$ cat src/rtl/mips_pkg.sv
// Shared MIPS decode constants and the main control decoder used by the ID stage.
package mips_pkg;

    localparam logic [5:0] OP_RTYPE = 6'b000000;
    localparam logic [5:0] OP_LW    = 6'b100011;
    localparam logic [5:0] OP_SW    = 6'b101011;
    localparam logic [5:0] OP_BEQ   = 6'b000100;
    localparam logic [5:0] OP_BNE   = 6'b000101;
    localparam logic [5:0] OP_ADDI  = 6'b001000;

    localparam logic [5:0] FN_ADD = 6'b100000;
    localparam logic [5:0] FN_SUB = 6'b100010;
    localparam logic [5:0] FN_AND = 6'b100100;
    localparam logic [5:0] FN_OR  = 6'b100101;
    localparam logic [5:0] FN_SLT = 6'b101010;

    localparam logic [2:0] ALU_AND = 3'b000;
    localparam logic [2:0] ALU_OR  = 3'b001;
    localparam logic [2:0] ALU_ADD = 3'b010;
    localparam logic [2:0] ALU_SUB = 3'b110;
    localparam logic [2:0] ALU_SLT = 3'b111;

    typedef struct packed {
        logic       reg_write;
        logic       mem_to_reg;
        logic       mem_write;
        logic       alu_src;
        logic       reg_dst;
        logic       branch_eq;
        logic       branch_ne;
        logic [2:0] alu_control;
    } ctrl_t;

    // Anything not recognised decodes to an all-zero NOP rather than trapping.
    function automatic ctrl_t decode(input logic [5:0] op, input logic [5:0] funct);
        ctrl_t c;
        c = '0;
        case (op)
            OP_RTYPE: begin
                c.reg_write = 1'b1;
                c.reg_dst   = 1'b1;
                case (funct)
                    FN_ADD:  c.alu_control = ALU_ADD;
                    FN_SUB:  c.alu_control = ALU_SUB;
                    FN_AND:  c.alu_control = ALU_AND;
                    FN_OR:   c.alu_control = ALU_OR;
                    FN_SLT:  c.alu_control = ALU_SLT;
                    default: c = '0;
                endcase
            end
            OP_LW: begin
                c.reg_write   = 1'b1;
                c.mem_to_reg  = 1'b1;
                c.alu_src     = 1'b1;
                c.alu_control = ALU_ADD;
            end
            OP_SW: begin
                c.mem_write   = 1'b1;
                c.alu_src     = 1'b1;
                c.alu_control = ALU_ADD;
            end
            OP_ADDI: begin
                c.reg_write   = 1'b1;
                c.alu_src     = 1'b1;
                c.alu_control = ALU_ADD;
            end
            OP_BEQ: begin
                c.branch_eq   = 1'b1;
                c.alu_control = ALU_SUB;
            end
            OP_BNE: begin
                c.branch_ne   = 1'b1;
                c.alu_control = ALU_SUB;
            end
            default: c = '0;
        endcase
        return c;
    endfunction

endpackage

$ cat src/rtl/reg_file.sv
// 32-entry register file: two combinational read ports with write-through, one write port.
module reg_file #(
    parameter int DATA_W = 32,
    parameter int REG_AW = 5
) (
    input  logic              clk,
    input  logic              rst_n,
    input  logic [REG_AW-1:0] ra1,
    input  logic [REG_AW-1:0] ra2,
    output logic [DATA_W-1:0] rd1,
    output logic [DATA_W-1:0] rd2,
    input  logic              we,
    input  logic [REG_AW-1:0] wa,
    input  logic [DATA_W-1:0] wd
);

    localparam int NREG = 1 << REG_AW;

    logic [DATA_W-1:0] regs [NREG];

    // Entry 0 is never written, so it reads 0 without a special read mux.
    always_ff @(posedge clk or negedge rst_n) begin
        if (!rst_n) begin
            for (int i = 0; i < NREG; i++) regs[i] <= '0;
        end else if (we && wa != '0) begin
            regs[wa] <= wd;
        end
    end

    // Bypass the same-cycle WB write so ID never sees a stale value.
    always_comb begin
        rd1 = regs[ra1];
        if (we && wa == ra1 && ra1 != '0) rd1 = wd;
    end

    always_comb begin
        rd2 = regs[ra2];
        if (we && wa == ra2 && ra2 != '0) rd2 = wd;
    end

endmodule

$ cat src/rtl/id_stage.sv
// MIPS instruction-decode stage: decode, register read, early branch resolve, ID/EX register.
module id_stage
    import mips_pkg::*;
#(
    parameter int DATA_W = 32,
    parameter int REG_AW = 5
) (
    input  logic              clk,
    input  logic              rst_n,
    input  logic [31:0]       InstrD,
    input  logic [DATA_W-1:0] PCPlus4D,
    input  logic              RegWriteW,
    input  logic [REG_AW-1:0] WriteRegW,
    input  logic [DATA_W-1:0] ResultW,
    input  logic [DATA_W-1:0] ALUOutM,
    input  logic              ForwardAD,
    input  logic              ForwardBD,
    input  logic              FlushE,
    output logic [DATA_W-1:0] PCBranchD,
    output logic              PCSrcD,
    output logic              BranchD,
    output logic [REG_AW-1:0] RsD,
    output logic [REG_AW-1:0] RtD,
    output logic              RegWriteE,
    output logic              MemtoRegE,
    output logic              MemWriteE,
    output logic              ALUSrcE,
    output logic              RegDstE,
    output logic [2:0]        ALUControlE,
    output logic [DATA_W-1:0] RD1E,
    output logic [DATA_W-1:0] RD2E,
    output logic [REG_AW-1:0] RsE,
    output logic [REG_AW-1:0] RtE,
    output logic [REG_AW-1:0] RdE,
    output logic [DATA_W-1:0] SignImmE
);

    ctrl_t             ctrl_d;
    logic [DATA_W-1:0] rd1_d;
    logic [DATA_W-1:0] rd2_d;
    logic [DATA_W-1:0] sign_imm_d;
    logic [DATA_W-1:0] cmp_a;
    logic [DATA_W-1:0] cmp_b;
    logic [REG_AW-1:0] rd_d;
    logic              equal_d;

    assign ctrl_d     = decode(InstrD[31:26], InstrD[5:0]);
    assign RsD        = InstrD[25:21];
    assign RtD        = InstrD[20:16];
    assign rd_d       = InstrD[15:11];
    assign sign_imm_d = {{(DATA_W-16){InstrD[15]}}, InstrD[15:0]};

    reg_file #(.DATA_W(DATA_W), .REG_AW(REG_AW)) u_reg_file (
        .clk   (clk),
        .rst_n (rst_n),
        .ra1   (RsD),
        .ra2   (RtD),
        .rd1   (rd1_d),
        .rd2   (rd2_d),
        .we    (RegWriteW),
        .wa    (WriteRegW),
        .wd    (ResultW)
    );

    // Early branch resolution; forwarding only affects the comparator, not RD1E/RD2E.
    assign cmp_a     = ForwardAD ? ALUOutM : rd1_d;
    assign cmp_b     = ForwardBD ? ALUOutM : rd2_d;
    assign equal_d   = (cmp_a == cmp_b);
    assign BranchD   = ctrl_d.branch_eq | ctrl_d.branch_ne;
    assign PCSrcD    = (ctrl_d.branch_eq & equal_d) | (ctrl_d.branch_ne & ~equal_d);
    assign PCBranchD = (sign_imm_d << 2) + PCPlus4D;

    always_ff @(posedge clk or negedge rst_n) begin
        if (!rst_n) begin
            RegWriteE   <= 1'b0;
            MemtoRegE   <= 1'b0;
            MemWriteE   <= 1'b0;
            ALUSrcE     <= 1'b0;
            RegDstE     <= 1'b0;
            ALUControlE <= '0;
            RD1E        <= '0;
            RD2E        <= '0;
            RsE         <= '0;
            RtE         <= '0;
            RdE         <= '0;
            SignImmE    <= '0;
        end else begin
            // A flush only kills the control; data fields still track D for determinism.
            if (FlushE) begin
                RegWriteE   <= 1'b0;
                MemtoRegE   <= 1'b0;
                MemWriteE   <= 1'b0;
                ALUSrcE     <= 1'b0;
                RegDstE     <= 1'b0;
                ALUControlE <= '0;
            end else begin
                RegWriteE   <= ctrl_d.reg_write;
                MemtoRegE   <= ctrl_d.mem_to_reg;
                MemWriteE   <= ctrl_d.mem_write;
                ALUSrcE     <= ctrl_d.alu_src;
                RegDstE     <= ctrl_d.reg_dst;
                ALUControlE <= ctrl_d.alu_control;
            end
            RD1E     <= rd1_d;
            RD2E     <= rd2_d;
            RsE      <= RsD;
            RtE      <= RtD;
            RdE      <= rd_d;
            SignImmE <= sign_imm_d;
        end
    end

endmodule

$ cat config.mk
export PLATFORM = sky130hd
export DESIGN_NAME = id_stage
export DESIGN_NICKNAME = d
export VERILOG_FILES = /design/src/rtl/mips_pkg.sv /design/src/rtl/reg_file.sv /design/src/rtl/id_stage.sv
export SDC_FILE = /design/constraint.sdc
export NUM_CORES = 2
export LEC_CHECK = 0
export ABC_AREA = 1
export CAP_MARGIN = 10
export CELL_PAD_IN_SITES_DETAIL_PLACEMENT = 2
export CELL_PAD_IN_SITES_GLOBAL_PLACEMENT = 2
export CORE_ASPECT_RATIO = 0.9
export CORE_MARGIN = 5
export CORE_UTILIZATION = 32
export DETAILED_ROUTE_END_ITERATION = 16
export GPL_ROUTABILITY_DRIVEN = 1
export PLACE_DENSITY = 0.87
export SETUP_SLACK_MARGIN = 0.02
export SLEW_MARGIN = 20
export SYNTH_ARGS = -nofsm -noshare
export SYNTH_HDL_FRONTEND = slang
export SYNTH_SLANG_ARGS = --single-unit
$ cat constraint.sdc
create_clock -name clk -period 3.6 [get_ports clk]
set_clock_uncertainty 0.15 [all_clocks]
set_input_delay 0.72 -clock clk [delete_from_list [all_inputs] [get_ports clk]]
set_output_delay 0.72 -clock clk [all_outputs]
set_load 0.02 [all_outputs]
==> report_table.html, run 1 <==
<table>
<tr><th>Metric</th><th>Value</th></tr>
<tr><th colspan="2">Global route</th></tr>
<tr><td>Global route total overflow</td><td>1110</td></tr>
<tr><td>Maximum number of pins on one net before global-route repair</td><td>128</td></tr>
<tr><td>Total global-route track usage</td><td>0.744</td></tr>
<tr><th colspan="2">Logic synthesis</th></tr>
<tr><td>Synthesis warning total</td><td>0</td></tr>
<tr><td>Gate Count Post-Synth</td><td>approximately 9000</td></tr>
<tr><td>FFs w/ async S/R, synth</td><td>1.00</td></tr>
<tr><td>Mean instance size in the synthesized netlist</td><td>7.03 um2</td></tr>
<tr><td>Number of synthesized register bits</td><td>between 1000 and 1500</td></tr>
<tr><td>Main synth FF type</td><td>sky130_fd_sc_hd__dfrtp_1</td></tr>
<tr><td>Share of synthesized area occupied by flip-flops and latches</td><td>0.444</td></tr>
<tr><td>Post-synth EDFFs</td><td>0</td></tr>
<tr><td>Syn nets</td><td>about 9200</td></tr>
<tr><td>Number of distinct library cells after synthesis</td><td>40</td></tr>
<tr><td>Summed instance area of the synthesized netlist</td><td>63200 um2</td></tr>
<tr><th colspan="2">Placement</th></tr>
<tr><td>Quantity of I/O buffers inserted on ports</td><td>297</td></tr>
<tr><td>Post-detailed-placement half-perimeter wirelength</td><td>277000 um</td></tr>
<tr><td>Gpl congestion</td><td>0.953</td></tr>
<tr><td>Pre-CTS setup slack</td><td>-1360 ps</td></tr>
<tr><th colspan="2">Die</th></tr>
<tr><td>Std cell rows</td><td>154</td></tr>
<tr><td>Initial cell density of the core</td><td>0.322</td></tr>
<tr><td>Die height</td><td>432 um</td></tr>
<tr><td>Die span in x</td><td>~480 um</td></tr>
<tr><td>IO Count</td><td>between 300 and 400</td></tr>
<tr><th colspan="2">Run status</th></tr>
<tr><td>Outcome</td><td>stopped before the end</td></tr>
<tr><td>Last stage reached</td><td>5_1_grt</td></tr>
<tr><td>Error message</td><td>[ERROR GRT-0232] Routing congestion too high. Check the congestion heatmap in the GUI.</td></tr>
<tr><th colspan="2">Clock tree</th></tr>
<tr><td>Clock tree root driver cell</td><td>sky130_fd_sc_hd__clkbuf_16</td></tr>
<tr><td># H-tree levels</td><td>4</td></tr>
<tr><td>TritonCTS Sinks</td><td>1122</td></tr>
<tr><td>Number of buffers added by the clock tree synthesis step</td><td>135</td></tr>
<tr><td>CTS max path bufs</td><td>3</td></tr>
</table>
[cell usage after synthesis (4+ instances only)]
cell type | instances | area share
sky130_fd_sc_hd__a31oi_1 | 5 | 0.00049
sky130_fd_sc_hd__nand3_1 | 1987 | 0.16
sky130_fd_sc_hd__o21ai_1 | 24 | 0.0019
sky130_fd_sc_hd__nand2_1 | 3371 | 0.20
sky130_fd_sc_hd__a21oi_1 | 215 | 0.017
sky130_fd_sc_hd__nor2_1 | 147 | 0.0087
sky130_fd_sc_hd__dfrtp_1 | 1122 | 0.44
sky130_fd_sc_hd__buf_1 | 55 | 0.0033
sky130_fd_sc_hd__nor3_1 | 16 | 0.0013
sky130_fd_sc_hd__buf_4 | 81 | 0.0096
sky130_fd_sc_hd__nor4_1 | 5 | 0.00049
sky130_fd_sc_hd__buf_6 | 51 | 0.0091
sky130_fd_sc_hd__inv_2 | 8 | 0.00048
sky130_fd_sc_hd__nand4_1 | 4 | 0.00040
sky130_fd_sc_hd__o211ai_1 | 4 | 0.00048
sky130_fd_sc_hd__xor2_1 | 21 | 0.0029
sky130_fd_sc_hd__clkbuf_1 | 384 | 0.023
sky130_fd_sc_hd__o21ai_0 | 951 | 0.075
sky130_fd_sc_hd__o22ai_1 | 4 | 0.00040
sky130_fd_sc_hd__ha_1 | 29 | 0.0057
sky130_fd_sc_hd__buf_2 | 247 | 0.020
sky130_fd_sc_hd__a21boi_1 | 4 | 0.00048
sky130_fd_sc_hd__inv_1 | 221 | 0.013
sky130_fd_sc_hd__xnor2_1 | 10 | 0.0014
[repair_timing]
action | 4_1_cts
endpoints found under the setup margin | 30
setup buffers | 73
hold buffers | 4
pin swaps | 85
gates cloned | 25
endpoints found under the hold margin | 19
resized for setup | 529
[metrics by stage]
step	cells	instance area, um2
CTS	12200	81700
detailed placement	11900	74300
global placement	11900	74300
floorplan	8988	63200
[logic make-up after synthesis]
group                    synth area share
AND/OR/NAND/NOR                     0.369
adder cells (fa/ha/maj)           0.00606
flip-flops                          0.444
AO/OA/AOI/OAI                      0.0971
XOR/XNOR                          0.00430
buffers and inverters              0.0790
[routing by layer]
layer | GRT overflow | global-route usage
met1 | 86 | 0.733
met2 | 518 | 0.833
met3 | 103 | 0.683
met4 | 393 | 0.736
met5 | 10 | 0.500
==> run 2: changes to the inputs <==
--- a/config.mk
+++ b/config.mk
@@ -7,15 +7,11 @@
 export LEC_CHECK = 0
 export ABC_AREA = 1
 export CAP_MARGIN = 10
-export CELL_PAD_IN_SITES_DETAIL_PLACEMENT = 2
-export CELL_PAD_IN_SITES_GLOBAL_PLACEMENT = 2
-export CORE_ASPECT_RATIO = 0.9
 export CORE_MARGIN = 5
-export CORE_UTILIZATION = 32
+export CORE_UTILIZATION = 37
 export DETAILED_ROUTE_END_ITERATION = 16
 export GPL_ROUTABILITY_DRIVEN = 1
-export PLACE_DENSITY = 0.87
-export SETUP_SLACK_MARGIN = 0.02
+export PLACE_DENSITY_LB_ADDON = 0.15
 export SLEW_MARGIN = 20
 export SYNTH_ARGS = -nofsm -noshare
 export SYNTH_HDL_FRONTEND = slang
==> constraint.sdc (replaced) <==
create_clock -name clk -period 4.7 [get_ports clk]
set_clock_uncertainty 0.15 [all_clocks]
set_input_delay 0.94 -clock clk [delete_from_list [all_inputs] [get_ports clk]]
set_output_delay 0.94 -clock clk [all_outputs]
set_load 0.02 [all_outputs]
==> report_table.html, run 2 <==
<table>
<tr><th>Metric</th><th>Value</th></tr>
<tr><th colspan="2">Run status</th></tr>
<tr><td>Outcome</td><td>finished, violations left</td></tr>
<tr><td>Failing checks</td><td>negative setup slack</td></tr>
<tr><th colspan="2">Logic synthesis</th></tr>
<tr><td>Synthesis warning total</td><td>0</td></tr>
<tr><td>Dominant cell type by area after synthesis</td><td>sky130_fd_sc_hd__dfrtp_1</td></tr>
<tr><td>Cell with the most instances after synthesis</td><td>sky130_fd_sc_hd__nand2_1</td></tr>
<tr><td>Post-synth EDFFs</td><td>0</td></tr>
<tr><td>FFs w/ async S/R, synth</td><td>1.00</td></tr>
<tr><td>Synth cell count leaders</td><td>3371 x sky130_fd_sc_hd__nand2_1, 1987 x sky130_fd_sc_hd__nand3_1, 1122 x sky130_fd_sc_hd__dfrtp_1, 951 x sky130_fd_sc_hd__o21ai_0, 384 x sky130_fd_sc_hd__clkbuf_1</td></tr>
<tr><td>Number of distinct library cells after synthesis</td><td>40</td></tr>
<tr><td>Number of synthesized register bits</td><td>between 1000 and 1500</td></tr>
<tr><td>Share of synthesized area occupied by flip-flops and latches</td><td>0.444</td></tr>
<tr><td>Main synth FF type</td><td>sky130_fd_sc_hd__dfrtp_1</td></tr>
<tr><td>Mean instance size in the synthesized netlist</td><td>7.03 um2</td></tr>
<tr><td>Syn nets</td><td>~9200</td></tr>
<tr><td>Area contributors post-synth</td><td>sky130_fd_sc_hd__dfrtp_1 44%, sky130_fd_sc_hd__nand2_1 20%, sky130_fd_sc_hd__nand3_1 16%, sky130_fd_sc_hd__o21ai_0 7.5%, sky130_fd_sc_hd__clkbuf_1 2.3%</td></tr>
<tr><td>Proportion of netlist area held by the largest area contributor</td><td>0.444</td></tr>
<tr><td>Gate Count Post-Synth</td><td>8988</td></tr>
<tr><td>Summed instance area of the synthesized netlist</td><td>around 63000 um2</td></tr>
<tr><th colspan="2">Global route</th></tr>
<tr><td>Maximum number of pins on one net before global-route repair</td><td>approximately 140</td></tr>
<tr><td>Number of global-route vias before repair</td><td>63500</td></tr>
<tr><td>GR Layer Usage met3</td><td>0.0548</td></tr>
<tr><td>Most heavily used metal layer in global routing</td><td>met2</td></tr>
<tr><td>Global-route wire length before repair</td><td>425000 um</td></tr>
<tr><td>M1 GR Usage</td><td>0.404</td></tr>
<tr><td>Number of antenna violations at the first check in global routing</td><td>9</td></tr>
<tr><td>Global route total overflow</td><td>0</td></tr>
<tr><td>Total global-route track usage</td><td>0.313</td></tr>
<tr><td>Global-route met2 utilization</td><td>0.485</td></tr>
<tr><th colspan="2">Pwr</th></tr>
<tr><td>Switching pwr</td><td>10.0 mW</td></tr>
<tr><td>Switching part of the total power</td><td>0.322</td></tr>
<tr><td>Combinational group share of total power</td><td>0.230</td></tr>
<tr><td>Peak supply drop</td><td>395 uV</td></tr>
<tr><td>Leakage power summed over all cells</td><td>between 30 and 40 nW</td></tr>
<tr><td>Total power after layout</td><td>31.1 mW</td></tr>
<tr><td>Power density over the cells</td><td>391 nW/um2</td></tr>
<tr><td>Share of power burned in the clock network</td><td>0.359</td></tr>
<tr><td>Part of the power in registers</td><td>0.411</td></tr>
<tr><td>Internal</td><td>21.1 mW</td></tr>
<tr><th colspan="2">Final layout</th></tr>
<tr><td>Non-Filler Instances</td><td>11700</td></tr>
<tr><td>Register bank with the most flops</td><td>u_reg_file.regs</td></tr>
<tr><td>Total of fill cells in the finished design</td><td>16800</td></tr>
<tr><td>Number of flip-flops under the largest register name</td><td>between 1000 and 1500</td></tr>
<tr><td>Largest registers</td><td>u_reg_file.regs (1024), RD1E (32), RD2E (32)</td></tr>
<tr><td>Fraction of final layout cells sized beyond drive strength 1</td><td>0.127</td></tr>
<tr><td>Most common cell after layout, fill and taps aside</td><td>sky130_fd_sc_hd__nand2_1</td></tr>
<tr><td>Most used cells in the layout excluding fill and tap cells</td><td>3324 x sky130_fd_sc_hd__nand2_1, 1925 x sky130_fd_sc_hd__nand3_1, 1122 x sky130_fd_sc_hd__dfrtp_1, 946 x sky130_fd_sc_hd__o21ai_0, 571 x sky130_fd_sc_hd__buf_4</td></tr>
<tr><td>Multi-input logic area</td><td>~31000 um2</td></tr>
<tr><td>Layout Area Growth over Synthesis</td><td>25.8%</td></tr>
<tr><td>Final core utilization</td><td>0.469</td></tr>
<tr><td>Storage cell area</td><td>28100 um2</td></tr>
<tr><td># nets final</td><td>around 9600</td></tr>
<tr><th colspan="2">Run</th></tr>
<tr><td>Max-cap violations</td><td>0</td></tr>
<tr><th colspan="2">STA</th></tr>
<tr><td>Unrepaired setup endpoints after global routing</td><td>yes</td></tr>
<tr><td>Upper clock frequency limit</td><td>211 MHz</td></tr>
<tr><td>Number of pins with negative max-slew slack in the final report</td><td>0</td></tr>
<tr><td>Setup TNS after final layout</td><td>-66.9 ps</td></tr>
<tr><td>Finish-stage setup viols</td><td>2</td></tr>
<tr><td>Post-layout min period</td><td>4740 ps</td></tr>
<tr><td>Crit share post-route</td><td>1.01</td></tr>
<tr><td>Transition at the pin with the smallest max-transition slack</td><td>between 1000 and 1500 ps</td></tr>
<tr><td>Worst hold-check slack</td><td>209 ps</td></tr>
<tr><td>Final WS setup</td><td>-42.3 ps</td></tr>
<tr><td>Slew margin rel.</td><td>0.225</td></tr>
<tr><td>Hold Vio Cnt, Final</td><td>0</td></tr>
<tr><th colspan="2">Routing</th></tr>
<tr><td>Via Count</td><td>~67000</td></tr>
<tr><td>Post-detailed-route via-to-cell ratio</td><td>~5.7</td></tr>
<tr><td>First-pass iteration count of the detailed router</td><td>8</td></tr>
<tr><td>Wire length after detailed routing</td><td>291000 um</td></tr>
<tr><td>Number of design-rule violations left by the first detailed-router iteration</td><td>8562</td></tr>
<tr><td>Post-route DRC</td><td>0</td></tr>
<tr><td>Post-DR wirelength/cell</td><td>24.8 um</td></tr>
<tr><td>DRT antenna net count</td><td>0</td></tr>
<tr><th colspan="2">Clock tree</th></tr>
<tr><td>Clock tree root driver cell</td><td>sky130_fd_sc_hd__clkbuf_16</td></tr>
<tr><td>CTS max path bufs</td><td>3</td></tr>
<tr><td>Clk Latency, worst-skew pair</td><td>790 ps</td></tr>
<tr><td>Clock-pin transition on the worst setup and hold timing paths</td><td>~60 ps</td></tr>
<tr><td>CTS tree</td><td>built</td></tr>
<tr><td>TritonCTS Sinks</td><td>about 1100</td></tr>
<tr><td>Number of buffers added by the clock tree synthesis step</td><td>135</td></tr>
<tr><td># H-tree levels</td><td>4</td></tr>
<tr><th colspan="2">Die</th></tr>
<tr><td>Initial cell density of the core</td><td>0.373</td></tr>
<tr><td>Core Footprint</td><td>approximately 170000 um2</td></tr>
<tr><td>Floorplan die area</td><td>179000 um2</td></tr>
<tr><td>Die height</td><td>~420 um</td></tr>
<tr><td>Std cell rows</td><td>151</td></tr>
<tr><td>Die span in x</td><td>423 um</td></tr>
<tr><td>IO Count</td><td>302</td></tr>
<tr><th colspan="2">Worst setup path</th></tr>
<tr><td>Number of cells traversed by the worst register-to-register path</td><td>31</td></tr>
<tr><td>CP Max Fanout</td><td>13</td></tr>
<tr><td>Critical path startpoint</td><td>InstrD[18]</td></tr>
<tr><td>Reg2reg start</td><td>u_reg_file.regs[82]</td></tr>
<tr><td>Nature of the critical path endpoint</td><td>output pin</td></tr>
<tr><td>CP Data Arrival Time</td><td>between 3000 and 4000 ps</td></tr>
<tr><td>Reg-to-reg setup timing slack</td><td>530 ps</td></tr>
<tr><td>Start-to-end type of the worst setup path</td><td>input pin to output pin</td></tr>
<tr><td>CP Launch Type</td><td>input pin</td></tr>
<tr><td>CP required</td><td>3610 ps</td></tr>
<tr><td>Endpoint of the worst-slack reg-to-reg timing path</td><td>RD2E[18]</td></tr>
<tr><td>Critical path destination</td><td>PCSrcD</td></tr>
<tr><th colspan="2">Min path</th></tr>
<tr><td>Hold path depth</td><td>1</td></tr>
<tr><td>Worst Hold Class</td><td>input pin to register</td></tr>
<tr><th colspan="2">Placement</th></tr>
<tr><td>Instance count after placement with tap cells included</td><td>11400</td></tr>
<tr><td>Gpl congestion</td><td>a little over 0.9</td></tr>
<tr><td>Quantity of I/O buffers inserted on ports</td><td>297</td></tr>
<tr><td>Post-detailed-placement half-perimeter wirelength</td><td>184000 um</td></tr>
</table>
## run 2: cell counts after synthesis
No cell type changed its count.
## run 2: per-layer routing
layer	part of all wire	up-vias
met5	0	-
met4	0.075	0
met3	0.085	817
met2	0.44	3581
met1	0.40	32000
li1	-	30400
## run 2: stage by stage
step / setup WS [ps] / instance area, um2
2_1_floorplan: 371 / 63200
3_3_place_gp: -663 / 73200
3_5_place_dp: -641 / 73200
4_1_cts: 4.98 / 78600
5_1_grt: -164 / 79500
6_report: -42.3 / 79500
## run 2: repair_timing
action / 4_1_cts / 5_1_grt
hold buffers: 1 / 0
hold endpoints to repair: 25 / 0
pin swaps: 25 / 9
setup buffers: 27 / 20
gates cloned: 4 / 10
gates resized for setup: 154 / 107
endpoints found under the setup margin: 21 / 18
## run 2: power by group through the flow
stage,clock network (mW),logic (mW),registers (mW)
finish,11.2,7.14,12.8
global route,11.7,7.94,13.0
CTS,11.3,6.99,12.7
detailed placement,0,6.89,12.9
floorplan,0,4.05,12.6
global placement,0,6.78,12.8
## run 2: worst max-delay path: stages
cell and delay [ps]:
sky130_fd_sc_hd__buf_6 130, sky130_fd_sc_hd__inv_8 170, sky130_fd_sc_hd__buf_16 190, sky130_fd_sc_hd__o22ai_2 110
sky130_fd_sc_hd__nor3_4 220, sky130_fd_sc_hd__nand2_4 90, sky130_fd_sc_hd__buf_12 160, sky130_fd_sc_hd__buf_16 170
sky130_fd_sc_hd__buf_12 150, sky130_fd_sc_hd__buf_4 140, sky130_fd_sc_hd__nand3_2 80, sky130_fd_sc_hd__nand2_2 80
sky130_fd_sc_hd__nand2_1 80, sky130_fd_sc_hd__nand3_1 90, sky130_fd_sc_hd__nand2_1 60, sky130_fd_sc_hd__nand2_1 100
sky130_fd_sc_hd__nor2_1 110, sky130_fd_sc_hd__nand2_1 80, sky130_fd_sc_hd__nor2_2 120, sky130_fd_sc_hd__nand2_1 60
sky130_fd_sc_hd__nand2_1 70, sky130_fd_sc_hd__nand2_2 70, sky130_fd_sc_hd__buf_6 130
## run 2: cell families after synthesis
logic type	Yosys count	share of synthesized area
xor+xnor	31	0.00430
compound gates	1215	0.0971
buf+inv	1053	0.0790
fa+ha+maj	30	0.00606
simple gates	5537	0.369
flops	1122	0.444
## run 2: area by class of cell
cell class	count	area share
diodes	7	0.000220
clock buffers	197	0.0500
clock inverters	42	0.00839
inverters	232	0.0123
multi-input cells	6813	0.390
flip-flops and latches	1122	0.353
well taps	2218	0.0349
repair buffers	1099	0.151
## run 2: worst min-delay path by stage
| stage | start | endpoint | slack, ps |
|---|---|---|---|
| 6_report | InstrD[16] | RtE[0] | 210 |
| 5_1_grt | InstrD[16] | RtE[0] | 180 |
| 4_1_cts | InstrD[16] | RtE[0] | 170 |
| 3_5_place_dp | u_reg_file.regs[1019] | u_reg_file.regs[1019] | 240 |
| 3_3_place_gp | u_reg_file.regs[1001] | u_reg_file.regs[1001] | 240 |
| 2_1_floorplan | u_reg_file.regs[1000] | u_reg_file.regs[1000] | 300 |
Note: power is estimated with default switching activity, not from simulation.
